`src/rtl/risc_pkg.sv`:
```
// Shared definitions for the fetch front end: datapath width, NOP encoding,
// fetch FSM states and the PC increment.
package risc_pkg;

  localparam int XLEN = 32;
  localparam logic [XLEN-1:0] INSTR_NOP = 32'h0000_0000;
  localparam logic [XLEN-1:0] PC_INC = 32'd4;

  typedef enum logic [0:0] {
    FETCH = 1'b0,
    HOLD  = 1'b1
  } fetch_state_t;

endpackage

```
`src/rtl/fetch_skid_buf.sv`:
```
// One-entry skid register that holds a fetched instruction and its PC+4
// while decode is stalled. Flush has priority over load and drain.
module fetch_skid_buf
  import risc_pkg::*;
#(
  parameter logic [XLEN-1:0] NOP_INSTR = INSTR_NOP
) (
  input  logic            clk,
  input  logic            rst,
  input  logic            i_load,
  input  logic            i_drain,
  input  logic            i_flush,
  input  logic [XLEN-1:0] i_instr,
  input  logic [XLEN-1:0] i_pc_plus4,
  output logic [XLEN-1:0] o_instr,
  output logic [XLEN-1:0] o_pc_plus4,
  output logic            o_full
);

  logic [XLEN-1:0] r_instr;
  logic [XLEN-1:0] r_pc_plus4;
  logic            r_full;

  always_ff @(posedge clk) begin
    if (!rst) begin
      r_instr    <= NOP_INSTR;
      r_pc_plus4 <= '0;
      r_full     <= 1'b0;
    end else if (i_flush) begin
      r_full <= 1'b0;
    end else if (i_load) begin
      r_instr    <= i_instr;
      r_pc_plus4 <= i_pc_plus4;
      r_full     <= 1'b1;
    end else if (i_drain) begin
      r_full <= 1'b0;
    end
  end

  assign o_instr    = r_instr;
  assign o_pc_plus4 = r_pc_plus4;
  assign o_full     = r_full;

endmodule

```
`src/rtl/fetch_stage.sv`:
```
// Instruction fetch stage with IF/ID register and one-entry skid buffer.
// Optional performance counters are enabled with FETCH_PERF_CNT_EN.
module fetch_stage
  import risc_pkg::*;
#(
  parameter logic [XLEN-1:0] RESET_PC  = 32'h0000_0000,
  parameter logic [XLEN-1:0] NOP_INSTR = INSTR_NOP
) (
  input  logic            clk,
  input  logic            rst,
  output logic            imem_req,
  output logic [XLEN-1:0] imem_addr,
  input  logic [XLEN-1:0] imem_rdata,
  input  logic            imem_ready,
  input  logic            stall_id,
  input  logic            redirect_valid,
  input  logic [XLEN-1:0] redirect_target,
  output logic            id_valid,
  output logic [XLEN-1:0] id_instr,
  output logic [XLEN-1:0] id_pc_plus4
`ifdef FETCH_PERF_CNT_EN
  ,
  output logic [XLEN-1:0] perf_fetched,
  output logic [XLEN-1:0] perf_stall_cyc
`endif
);

  fetch_state_t    r_state;
  logic [XLEN-1:0] r_pc;
  logic            r_req;
  logic            r_id_valid;
  logic [XLEN-1:0] r_id_instr;
  logic [XLEN-1:0] r_id_pc_plus4;

  logic            w_fire;
  logic            w_slot_free;
  logic [XLEN-1:0] w_pc_next;
  logic [XLEN-1:0] w_redirect_pc;
  logic            w_skid_load;
  logic            w_skid_drain;
  logic [XLEN-1:0] w_skid_instr;
  logic [XLEN-1:0] w_skid_pc_plus4;
  logic            w_skid_full;

  // A fetch only completes when a request was actually outstanding.
  assign w_fire        = (r_state == FETCH) && r_req && imem_ready;
  assign w_slot_free   = !r_id_valid || !stall_id;
  assign w_pc_next     = r_pc + PC_INC;
  assign w_redirect_pc = redirect_target & ~32'h0000_0003;
  assign w_skid_load   = !redirect_valid && w_fire && !w_slot_free;
  assign w_skid_drain  = !redirect_valid && (r_state == HOLD) && !stall_id;

  fetch_skid_buf #(
    .NOP_INSTR(NOP_INSTR)
  ) u_skid (
    .clk       (clk),
    .rst       (rst),
    .i_load    (w_skid_load),
    .i_drain   (w_skid_drain),
    .i_flush   (redirect_valid),
    .i_instr   (imem_rdata),
    .i_pc_plus4(w_pc_next),
    .o_instr   (w_skid_instr),
    .o_pc_plus4(w_skid_pc_plus4),
    .o_full    (w_skid_full)
  );

  always_ff @(posedge clk) begin
    if (!rst) begin
      r_state       <= FETCH;
      r_pc          <= RESET_PC;
      r_req         <= 1'b0;
      r_id_valid    <= 1'b0;
      r_id_instr    <= NOP_INSTR;
      r_id_pc_plus4 <= '0;
    end else if (redirect_valid) begin
      // Redirect wins over stall and drops any response arriving this cycle.
      r_state    <= FETCH;
      r_pc       <= w_redirect_pc;
      r_req      <= 1'b1;
      r_id_valid <= 1'b0;
      r_id_instr <= NOP_INSTR;
    end else begin
      case (r_state)
        FETCH: begin
          r_req <= 1'b1;
          if (w_fire && w_slot_free) begin
            r_id_valid    <= 1'b1;
            r_id_instr    <= imem_rdata;
            r_id_pc_plus4 <= w_pc_next;
            r_pc          <= w_pc_next;
          end else if (w_fire) begin
            r_pc    <= w_pc_next;
            r_state <= HOLD;
            r_req   <= 1'b0;
          end else if (!stall_id) begin
            r_id_valid <= 1'b0;
            r_id_instr <= NOP_INSTR;
          end
        end
        HOLD: begin
          if (!stall_id) begin
            r_id_valid    <= w_skid_full;
            r_id_instr    <= w_skid_instr;
            r_id_pc_plus4 <= w_skid_pc_plus4;
            r_state       <= FETCH;
            r_req         <= 1'b1;
          end
        end
        default: r_state <= FETCH;
      endcase
    end
  end

`ifdef FETCH_PERF_CNT_EN
  logic [XLEN-1:0] r_perf_fetched;
  logic [XLEN-1:0] r_perf_stall_cyc;

  always_ff @(posedge clk) begin
    if (!rst) begin
      r_perf_fetched   <= '0;
      r_perf_stall_cyc <= '0;
    end else begin
      if (w_fire && !redirect_valid)
        r_perf_fetched <= r_perf_fetched + 32'd1;
      if (r_id_valid && stall_id)
        r_perf_stall_cyc <= r_perf_stall_cyc + 32'd1;
    end
  end

  assign perf_fetched   = r_perf_fetched;
  assign perf_stall_cyc = r_perf_stall_cyc;
`endif

  assign imem_req    = r_req;
  assign imem_addr   = r_pc;
  assign id_valid    = r_id_valid;
  assign id_instr    = r_id_instr;
  assign id_pc_plus4 = r_id_pc_plus4;

endmodule

```
`config.mk`:
```
export PLATFORM = sky130hd
export DESIGN_NAME = fetch_stage
export DESIGN_NICKNAME = d
export VERILOG_FILES = /design/src/rtl/risc_pkg.sv /design/src/rtl/fetch_skid_buf.sv /design/src/rtl/fetch_stage.sv
export SDC_FILE = /design/constraint.sdc
export NUM_CORES = 1
export LEC_CHECK = 0
export ABC_AREA = 1
export CORE_MARGIN = 2
export CORE_UTILIZATION = 45
export CTS_CLUSTER_DIAMETER = 200
export DETAILED_ROUTE_END_ITERATION = 12
export PLACE_DENSITY = 0.77
export SYNTH_ARGS = -nofsm -noshare
export SYNTH_HDL_FRONTEND = slang
export SYNTH_SLANG_ARGS = --single-unit
```
`constraint.sdc`:
```
create_clock -name clk -period 1.54 [get_ports clk]
set_input_delay 0.154 -clock clk [delete_from_list [all_inputs] [get_ports clk]]
set_output_delay 0.154 -clock clk [all_outputs]
set_load 0.05 [all_outputs]
```
==> PnR_summary.wiki, run 1 <==
{| class="wikitable"
! Metric !! Value
|-
| Min setup slack post-route || 0.0221 ns
|-
| Critical path buffers and inverters || 0
|-
| Residual DRC count || 0
|-
| Total number of vias || 7248
|-
| Met1 wire length || between 9 and 10 mm
|-
| Biggest fanout along the worst timing path || 4
|-
| Area overhead of the layout relative to synthesis || 37.3%
|-
| Yosys Warn Count || 0
|-
| Commonest non-fill, non-tap cells in the layout || 334 x sky130_fd_sc_hd__nand2_1, 136 x sky130_fd_sc_hd__buf_4, 133 x sky130_fd_sc_hd__dfxtp_1, 132 x sky130_fd_sc_hd__a21oi_1, 75 x sky130_fd_sc_hd__o21ai_0
|-
| Wire length of the first global-routing pass || 32.6 mm
|-
| Hold Violations, Final || 0
|-
| Setup repair after global routing missed its margin || true
|-
| Fmax achieved || 659 MHz
|-
| Starting Density || 45.6%
|-
| FF-to-FF setup slack || 0.02 ns
|-
| Number of levels the H-tree was split into || 4
|-
| Detail Placement HPWL || approximately 15 mm
|-
| Final clock skew || 0.00910 ns
|-
| First drt pass iteration count || 5
|-
| Synth Cell Area || 7160 µm²
|-
| Slowest cell on crit path || sky130_fd_sc_hd__dfxtp_4
|-
| Count of different cell masters after synthesis || 29
|-
| Total Die Area || 16900 µm²
|-
| Number of design-rule violations left by the first detailed-router iteration || 518
|-
| Worst hold path type || input port to flip-flop
|-
| Clock net sink count || 158
|-
| Top Family by Delay on Critical Path || simple AND/OR/NAND/NOR gates
|-
| Global route total overflow || 0
|-
| I/O Buffers || 160
|-
| Clock tree from TritonCTS || done
|-
| Post-DRT Antenna Nets || 0
|-
| Core Rows || 46
|-
| Total power consumption of the routed design || 10.4 mW
|-
| Number of global-route vias before repair || 6439
|-
| Core Area || roughly 16000 µm²
|-
| Largest voltage drop on the vdd net || 731 µV
|-
| Final Critical Period || 1.52 ns
|-
| Category of the worst setup path capture point || flip-flop
|-
| Synthesized flop and latch total || 158
|-
| Cts bufs inserted || 17
|-
| Final Cycle Share || about 99%
|-
| Post-Layout Cell Count || 1401
|-
| Type of the setup path with the least slack || flip-flop to flip-flop
|-
| Cell chain of the critical path || ha_4 > nand2_4 > nor2_4 > nand2_4 > nor2_4 > xor2_2 > nand2_1 > a21oi_1
|-
| Internal power || 7.64 mW
|-
| DP Cell Count || 1366
|-
| Sequential share of power || 41.5%
|-
| Clock Tree Root || sky130_fd_sc_hd__clkbuf_16
|-
| Critical path launch point type || flip-flop
|-
| Mean area per synthesized cell || between 7 and 8 µm²
|-
| Final cell area excluding filler cells || 9830 µm²
|-
| Dpl ws || -0.255 ns
|-
| Switch Pwr || 2.79 mW
|-
| Worst-Skew Late Latency || 0.42 ns
|-
| GRT Total Usage || 24.4%
|-
| Total length of routed wires || 21.1 mm
|-
| Via-per-instance ratio || around 5.2
|-
| Number of hold-repair buffers added at the cts stage || 0
|-
| Ratio of total power to cell area || 1060 nW/µm²
|-
| Layout fillers || ~1.4k
|-
| Clk pwr share || between 40% and 50%
|-
| Static leakage power || 3.87 nW
|-
| CP peak stage delay || 0.36 ns
|-
| Number of antenna violations at the first check in global routing || 0
|-
| Most common library cell in the layout ignoring fill and taps || sky130_fd_sc_hd__nand2_1
|-
| Arrival time worst endpoint || 1.86 ns
|-
| Result of the run || completed
|-
| Max-Cap Viols || 0
|-
| DR top layer || met4
|-
| Area after detailed placement || 9030 µm²
|-
| Share of the core filled with cells || 62.5%
|-
| Met3 wirelength from detailed routing || 1.20 mm
|-
| Vert. Die Dim || roughly 130 µm
|-
| Combinational fraction of design power || between 10% and 20%
|-
| Number of placed I/O pins || 167
|-
| Final setup TNS || 0 ns
|-
| Horizontal extent of the die || approximately 130 µm
|-
| Maximum number of pins on one net before global-route repair || 66
|-
| Antenna cells || 0
|-
| Post-synthesis instance total || 1003
|-
| Clock slew at the register clock pins of the worst setup and hold paths || around 0.060 ns
|-
| Number of setup violations in the final report || 0
|-
| Register area share after synthesis || about 44%
|-
| Cells taking the most area after synthesis || sky130_fd_sc_hd__dfxtp_1 44%, sky130_fd_sc_hd__nand2_1 18%, sky130_fd_sc_hd__a21oi_1 9.5%
|-
| Total count of max-transition violations in the final report || 0
|-
| Hold_ws || 0.303 ns
|-
| Proportion of total power due to net switching || 26.8%
|-
| Number of nets at the end of the flow || 1242
|-
| Weighted congestion at the end of routability-driven global placement || 0.912
|-
| Fraction of synthesized cell area taken by the top area cell type || 44.2%
|-
| Crit path required time || around 1.9 ns
|-
| Met2 wire len || 9.93 mm
|-
| Clock buffer depth || 2
|-
| Share of cells above drive strength 1 || 23.4%
|-
| Post-synthesis cell type with the largest combined area || sky130_fd_sc_hd__dfxtp_1
|-
| Average routed wire per standard cell || between 15 and 20 µm
|}
[worst min-delay path, cell delays in order]
cell	delay, ns
sky130_fd_sc_hd__clkdlybuf4s50_1	0.39
sky130_fd_sc_hd__nand2_1	0.06
sky130_fd_sc_hd__a31oi_1	0.07
[cell usage after synthesis]
| cell | count |
|---|---|
| sky130_fd_sc_hd__buf_2 | 24 |
| sky130_fd_sc_hd__dfxtp_1 | 158 |
| sky130_fd_sc_hd__a22o_1 | 8 |
| sky130_fd_sc_hd__ha_1 | 1 |
| sky130_fd_sc_hd__buf_1 | 5 |
| sky130_fd_sc_hd__o21ai_0 | 75 |
| sky130_fd_sc_hd__nor2_1 | 34 |
| sky130_fd_sc_hd__nor2_8 | 2 |
| sky130_fd_sc_hd__inv_1 | 47 |
| sky130_fd_sc_hd__a21oi_2 | 1 |
| sky130_fd_sc_hd__nor3_1 | 1 |
| sky130_fd_sc_hd__xor2_2 | 8 |
| sky130_fd_sc_hd__a21oi_1 | 136 |
| sky130_fd_sc_hd__xor2_1 | 3 |
| sky130_fd_sc_hd__nor2_4 | 9 |
| sky130_fd_sc_hd__xnor2_1 | 4 |
| sky130_fd_sc_hd__nand3_1 | 32 |
| sky130_fd_sc_hd__nand2_2 | 9 |
| sky130_fd_sc_hd__a211oi_1 | 1 |
| sky130_fd_sc_hd__a31oi_1 | 45 |
| sky130_fd_sc_hd__inv_2 | 6 |
| sky130_fd_sc_hd__clkbuf_1 | 31 |
| sky130_fd_sc_hd__and2_1 | 4 |
| sky130_fd_sc_hd__nand2_1 | 346 |
| sky130_fd_sc_hd__buf_4 | 5 |
| sky130_fd_sc_hd__conb_1 | 1 |
| sky130_fd_sc_hd__nor2_2 | 4 |
| sky130_fd_sc_hd__nand2_4 | 2 |
| sky130_fd_sc_hd__nand3_2 | 1 |
[final timing paths]
kind,cells after the start,to,startpoint
worst max-delay path,8,imem_addr[14],imem_addr[2]
worst min-delay path,3,imem_addr[2],redirect_target[2]
worst max register to register,8,imem_addr[14],imem_addr[2]
worst min register to register,2,u_skid.o_instr[22],u_skid.o_instr[22]
[layout make-up]
| class | instances | area [µm²] | share of cell area [%] |
|---|---|---|---|
| sequential | 158 | 3210 | 32.7 |
| tap | 216 | 270 | 2.75 |
| clock buffer | 18 | 429 | 4.37 |
| inverter | 53 | 201 | 2.05 |
| multi-input combinational | 730 | 3630 | 37.0 |
| timing repair buffer | 212 | 1870 | 19.0 |
| clock inverter | 14 | 215 | 2.19 |
[flip-flops by register name (all words and copies together) (netlist names)]
name               cells
u_skid.o_full          1
r_state                1
imem_req               1
imem_addr             30
id_valid               1
u_skid.o_pc_plus4     30
id_instr              32
id_pc_plus4           30
u_skid.o_instr        32
[kinds of logic after synthesis]
| family | Yosys count | synth area share (%) |
|---|---|---|
| flops | 158 | 44.2 |
| buf+inv | 118 | 6.87 |
| fa+ha+maj | 1 | 0.175 |
| xor+xnor | 15 | 2.67 |
| compound gates | 266 | 19.9 |
| other cells | 1 | 0.0524 |
| simple gates | 444 | 26.1 |
[timing repair]
| item | 4_1_cts | 5_1_grt |
|---|---|---|
| gates resized for setup | 4 | 39 |
| pin swaps | 6 | 20 |
| setup buffers | 1 | 2 |
| gates cloned | 0 | 0 |
| endpoints found under the setup margin | 10 | 64 |
[power groups by stage]
stage | Sequential, mW | Combinational [mW] | Clock (mW)
after detailed placement | 4.41 | 1.46 | 0
after floorplan | 4.82 | 0.444 | 0
after global placement | 4.42 | 1.45 | 0
after global routing | 4.34 | 1.59 | 4.84
after CTS | 4.33 | 1.47 | 4.67
final | 4.33 | 1.49 | 4.62
[layer usage]
layer  global-route usage (%)  up-vias
met5                        0        -
met1                     32.8     3355
met2                     38.8      241
li1                         -     3610
met3                     4.14       42
met4                     10.6        0
Power figures use the tool's default switching activity.
==> run 2, diff against run 1 <==
Settings changed: SETUP_SLACK_MARGIN set to 0.2.
==> PnR_summary.wiki, run 2 (synthesis gave the netlist of run 1 again) <==
{| class="wikitable"
! Metric !! Value
|-
| Result of the run || complete, but fails checks
|-
| Failing checks || setup timing
|-
| GRT Total Usage || between 20% and 30%
|-
| DP Cell Count || between 1k and 1.5k
|-
| Biggest fanout along the worst timing path || 3
|-
| Via-per-instance ratio || 5.80
|-
| Maximum number of pins on one net before global-route repair || between 90 and 100
|-
| Clock Tree Root || sky130_fd_sc_hd__clkbuf_16
|-
| Worst hold path type || input port to flip-flop
|-
| Share of the core filled with cells || 73.2%
|-
| Area overhead of the layout relative to synthesis || 60.7%
|-
| Area after detailed placement || a little over 9000 µm²
|-
| Clock net sink count || 158
|-
| Clock slew at the register clock pins of the worst setup and hold paths || 0.06 ns
|-
| Static leakage power || 4.42 nW
|-
| Hold Violations, Final || 0
|-
| Fmax achieved || 615 MHz
|-
| Largest voltage drop on the vdd net || 834 µV
|-
| Total count of max-transition violations in the final report || 0
|-
| Total number of vias || 8387
|-
| Final clock skew || 0.00951 ns
|-
| Most common library cell in the layout ignoring fill and taps || sky130_fd_sc_hd__nand2_1
|-
| Ratio of total power to cell area || 913 nW/µm²
|-
| First drt pass iteration count || 5
|-
| Vert. Die Dim || 130 µm
|-
| I/O Buffers || 160
|-
| Post-Layout Cell Count || 1445
|-
| Weighted congestion at the end of routability-driven global placement || roughly 0.91
|-
| Number of nets at the end of the flow || between 1k and 1.5k
|-
| Type of the setup path with the least slack || flip-flop to flip-flop
|-
| Dpl ws || -0.127 ns
|-
| Number of placed I/O pins || 167
|-
| Horizontal extent of the die || 130 µm
|-
| Number of levels the H-tree was split into || 4
|-
| Total length of routed wires || a little under 30 mm
|-
| Detail Placement HPWL || roughly 14 mm
|-
| Clock buffer depth || 2
|-
| Setup repair after global routing missed its margin || true
|-
| Launch point of the worst reg-to-reg path || imem_addr[2]
|-
| Clock tree from TritonCTS || done
|-
| Crit path required time || 1.89 ns
|-
| Category of the worst setup path capture point || flip-flop
|-
| Wire length of the first global-routing pass || 34.8 mm
|-
| Total Die Area || approximately 17000 µm²
|-
| Min setup slack post-route || -0.0862 ns
|-
| Critical path launch point type || flip-flop
|-
| Core Area || 15700 µm²
|-
| Core Rows || 46
|-
| Starting Density || around 46%
|-
| Residual DRC count || 0
|-
| Final cell area excluding filler cells || 11500 µm²
|-
| Antenna cells || 0
|-
| Share of cells above drive strength 1 || 35.9%
|-
| Worst-Skew Late Latency || 0.44 ns
|-
| Number of setup violations in the final report || 21
|-
| Number of design-rule violations left by the first detailed-router iteration || 1025
|-
| Number of antenna violations at the first check in global routing || 0
|-
| Global route total overflow || 0
|-
| Max-Cap Viols || 0
|-
| Number of global-route vias before repair || 6646
|-
| Worst hold path startpoint || redirect_target[6]
|-
| Commonest non-fill, non-tap cells in the layout || 279 x sky130_fd_sc_hd__nand2_1, 126 x sky130_fd_sc_hd__dfxtp_1, 125 x sky130_fd_sc_hd__buf_4, 119 x sky130_fd_sc_hd__a21oi_1, 66 x sky130_fd_sc_hd__clkdlybuf4s50_1
|-
| Post-DRT Antenna Nets || 0
|-
| Cts bufs inserted || 17
|-
| CP startpoint || imem_addr[2]
|-
| Final Critical Period || between 1.5 and 2 ns
|-
| Final Cycle Share || 106%
|-
| Average routed wire per standard cell || about 20 µm
|-
| Arrival time worst endpoint || 1.98 ns
|-
| Hold_ws || 0.290 ns
|}
[run 2: cell count changes in the layout (fill, tap and decap cells not counted), moves of 17 or more]
cell                        previous run  this run
sky130_fd_sc_hd__nand2_1             334       279
sky130_fd_sc_hd__nand2_2              19        57
sky130_fd_sc_hd__o21ai_0              75        46
sky130_fd_sc_hd__clkbuf_16            17        36
sky130_fd_sc_hd__o21ai_1               0        17
[run 2: area by class of cell]
cell class                 count  area, µm²
inverter                      53        241
timing repair inverter         2       23.8
multi-input combinational    730       4300
fill                        1073       4210
tap                          216        270
clock buffer                  20        467
sequential                   158       3260
clock inverter                12        134
timing repair buffer         254       2800
[run 2: what timing repair did]
action | 4_1_cts | 5_1_grt
setup buffers | 12 | 17
hold buffers | 0 | 0
pin swaps | 28 | 48
setup endpoints to repair | 140 | 155
gates resized for setup | 49 | 211
gates cloned | 4 | 28
[run 2: per-stage QoR]
| step | power [mW] | setup TNS [ns] |
|---|---|---|
| final | 10.5 | -0.560 |
| after global placement | 5.84 | -9.01 |
| after floorplan | 5.26 | 0 |
| after CTS | 10.1 | 0 |
| after detailed placement | 5.85 | -12.96 |
| after global routing | 10.8 | -2.29 |
[run 2: per-layer routing]
metal	vias up	GRT usage, %	share of wire (%)
met5	-	0	0
met4	0	9.04	4.6
met3	146	4.10	10
met2	589	42.7	46
met1	3923	35.8	39
li1	3729	-	-
[run 2: final timing paths]
path                            cells after the start                     to  slack, ns
worst max-delay path                                9  u_skid.o_pc_plus4[28]      -0.09
worst min-delay path                                3           imem_addr[6]       0.29
worst max register to register                      9  u_skid.o_pc_plus4[28]      -0.09
worst min register to register                      2      u_skid.o_instr[4]       0.46
[run 2: worst max-delay path: stages, from the launching register on]
cell,delay (ns)
sky130_fd_sc_hd__dfxtp_4,0.37
sky130_fd_sc_hd__ha_4,0.16
sky130_fd_sc_hd__buf_4,0.13
sky130_fd_sc_hd__nand3_4,0.10
sky130_fd_sc_hd__nor2_4,0.13
sky130_fd_sc_hd__and2_1,0.18
sky130_fd_sc_hd__nand2_1,0.08
sky130_fd_sc_hd__nand2_2,0.10
sky130_fd_sc_hd__nand3_1,0.12
sky130_fd_sc_hd__a21oi_1,0.18
[run 2: report_power, final]
part | switching (mW) | internal, mW | leakage, nW
combinational | 1.12 | 0.713 | 2.81
clock | 1.80 | 2.53 | 0.301
sequential | 0.144 | 4.20 | 1.30
==> patch, RTL diff (flow settings as in run 2) <==
Add a define of `FETCH_PERF_CNT_EN`.
--- a/src/rtl/fetch_stage.sv
+++ b/src/rtl/fetch_stage.sv
@@ -2,2 +2,4 @@
 // Optional performance counters are enabled with FETCH_PERF_CNT_EN.
+`define FETCH_PERF_CNT_EN
+
 module fetch_stage
Formal check against the unedited RTL (old outputs only; new: perf_fetched and perf_stall_cyc): equivalent (equiv_simple and equiv_induct, registers matched by name and starting in step).
==> patch against run 2 <==
Wire length grew 52%. Highest routed layer unchanged. Area after synthesis grew 51%. The flow still finishes with violations (negative setup slack). Synthesized cell count grew 57%. Maximum frequency grew 0.65%. Utilization grew 3.2 points. Power grew 36%. Final cell count grew 57%. Sequential cell count grew 64. Cell area grew 56%. Setup slack gained 10 ps.
==> patch: results (changes against run 2) <==
** Worst hold path
- Count of cells along the worst hold path :: 4 (+1)
- Startpoint of the worst hold path :: rst
- The worst hold path terminates at perf_stall_cyc[0].

** Route
- The number of search-and-repair iterations in the first detailed-routing pass was 6 (+1).
- The DRC marker count from the first detailed-route iteration is 1332 (+30%).
- The total wirelength of the detailed-routed design is 44450 um (+52%).
- The per-cell via count in the routed design came to 5.748 (-0.97%).

** Finish
- The fraction of layout cells with a size suffix above 1 is 44.35% (+8.5 points).
- The number of fillers in the final layout was 1470 (+37%).
- Sequential cell area :: 4736 um2 (+45%)
- The number of nets in the layout was 2000 (+56%).

** Setup path
- Start of the worst register-to-register path :: imem_addr[2]
- Critical Path Fanout Max :: 7 (+4)
- Data arrival at the endpoint of the critical path :: 2070 ps (+90 ps)

** Global routing
- The combined global-route utilization of all metal layers came to 30.09% (+3.8 points).
- The global-route wire length before repair is 62790 um (+80%).
- The via count of the first global-routing pass came to 12170 (+83%).
- The largest net degree at the start of global routing came to 69 (-27%).

** Placement
- The count of buffers inserted at the top-level ports is 224 (+40%).
- The half-perimeter wire length of the detailed placement result came to 24050 um (+73%).
- Area post-placement :: 13860 um2 (+53%)
- Gp weighted congestion :: 0.9444 (+3.8%)

** STA
- The final worst setup slack was -75.80 ps (+10.44 ps).
- The setup violation total in the final timing report is 39 (+86%).
- The final clock skew was 23.03 ps (+13.51 ps).
- Worst Hold Slack :: 178.2 ps (-111.6 ps)

** Clocking
- Depth of the CTS H-tree :: 1 (-3)
- The maximum clock path buffer count is 3 (+1).
- The later-pin clock latency in the skew report was 540 ps (+100 ps).
- TritonCTS Buffers :: 25 (+8)

** Outcome
- The checks that failed: negative setup slack.
- Result of the run :: finished, violations left

** Power
- The standby leakage power was 6.863 nW (+55%).
- Maximum vdd ir drop :: 683.9 uV (-18%)
- The proportion of power drawn by the clock network was 43.2% (+2.0 points).
- Switching Power :: 0.003955 W (+29%)
- Seq power :: 0.00596 W (+37%)

** Yosys
- The sequential share of the synthesized area is 41.24% (-2.9 points).
- After synthesis, the cell types taking the most area are dfxtp_1 41%, nand2_1 16%, a21oi_1 11%, nor2_1 5.1%, o21ai_0 4.6%.
- The distinct cell type count after synthesis was 38 (+31%).

** Floorplan
- Die area :: 25200 um2 (+49%)
## patch: cell count changes after synthesis, moves of 5 or more
| cell | run 2 | this run |
|---|---|---|
| nor2_2 | 4 | 10 |
| nand4_1 | 0 | 13 |
| dfxtp_1 | 158 | 222 |
| inv_1 | 47 | 106 |
| o21ai_0 | 75 | 100 |
| clkbuf_1 | 31 | 38 |
| a31oi_1 | 45 | 14 |
| nor2_4 | 9 | 14 |
| nand2_1 | 346 | 451 |
| nand3_1 | 32 | 99 |
| a21oi_1 | 136 | 236 |
| nor2_1 | 34 | 147 |
| nand2_4 | 2 | 7 |
| xor2_1 | 3 | 12 |
## patch: repair_timing
| action | CTS | global route |
|---|---|---|
| setup endpoints to repair | 199 | 231 |
| pin swaps | 100 | 118 |
| buffers inserted | 47 | 38 |
| cloned | 14 | 7 |
| gates resized for setup | 206 | 323 |
## patch: tightest hold or removal path: stages
cell and delay [ps]:
buf_2 140, buf_4 240, nand2_1 110, a21oi_1 30
## patch: worst max-delay path by stage
stage / startpoint / to / slack, ps
after floorplan: imem_addr[3] / imem_addr[20] / -20
after global placement: imem_ready / id_pc_plus4[28] / -270
after detailed placement: imem_ready / id_pc_plus4[24] / -310
after CTS: imem_addr[2] / u_skid.o_pc_plus4[18] / 20
after global routing: r_state / perf_fetched[16] / -170
final: imem_addr[2] / id_pc_plus4[18] / -80
## patch: logic make-up (layout without fill, tap and decap cells)
kind of cell	count (synthesis)	in the layout	synth area share [%]
buf+inv	190	559	7.233
other cells	1	4	0.03480
simple gates	771	771	31.36
compound gates	363	363	17.42
fa+ha+maj	3	3	0.3483
flops	222	222	41.24
xor+xnor	24	24	2.368
## patch: layout make-up
| type | count | share of cell area [%] |
|---|---|---|
| Sequential cell | 222 | 26.40 |
| Clock inverter | 7 | 0.5022 |
| Multi-Input combinational cell | 1165 | 41.20 |
| Clock buffer | 38 | 4.220 |
| Inverter | 112 | 2.699 |
| Tap cell | 319 | 2.225 |
| Timing Repair Buffer | 402 | 22.76 |
## patch: per-layer routing
metal	wire length (um)	share of wire, %	global-route usage (%)
met5	0	0	0
met1	16390	37	37.35
met2	21410	48	50.75
met4	2107	4.7	11.51
met3	4542	10	6.897
## patch: per-stage QoR
| step | setup TNS (ps) | total power, W | worst slack (ps) | cells |
|---|---|---|---|---|
| after floorplan | -16.93 | 0.007053 | -16.93 | 1577 |
| after global placement | -39340 | 0.007715 | -267.2 | 2114 |
| after detailed placement | -47130 | 0.007732 | -314.8 | 2114 |
| after CTS | 0 | 0.01401 | 20.70 | 2220 |
| after global routing | -5065 | 0.01470 | -166.0 | 2265 |
| final | -1312 | 0.01431 | -75.80 | 2265 |
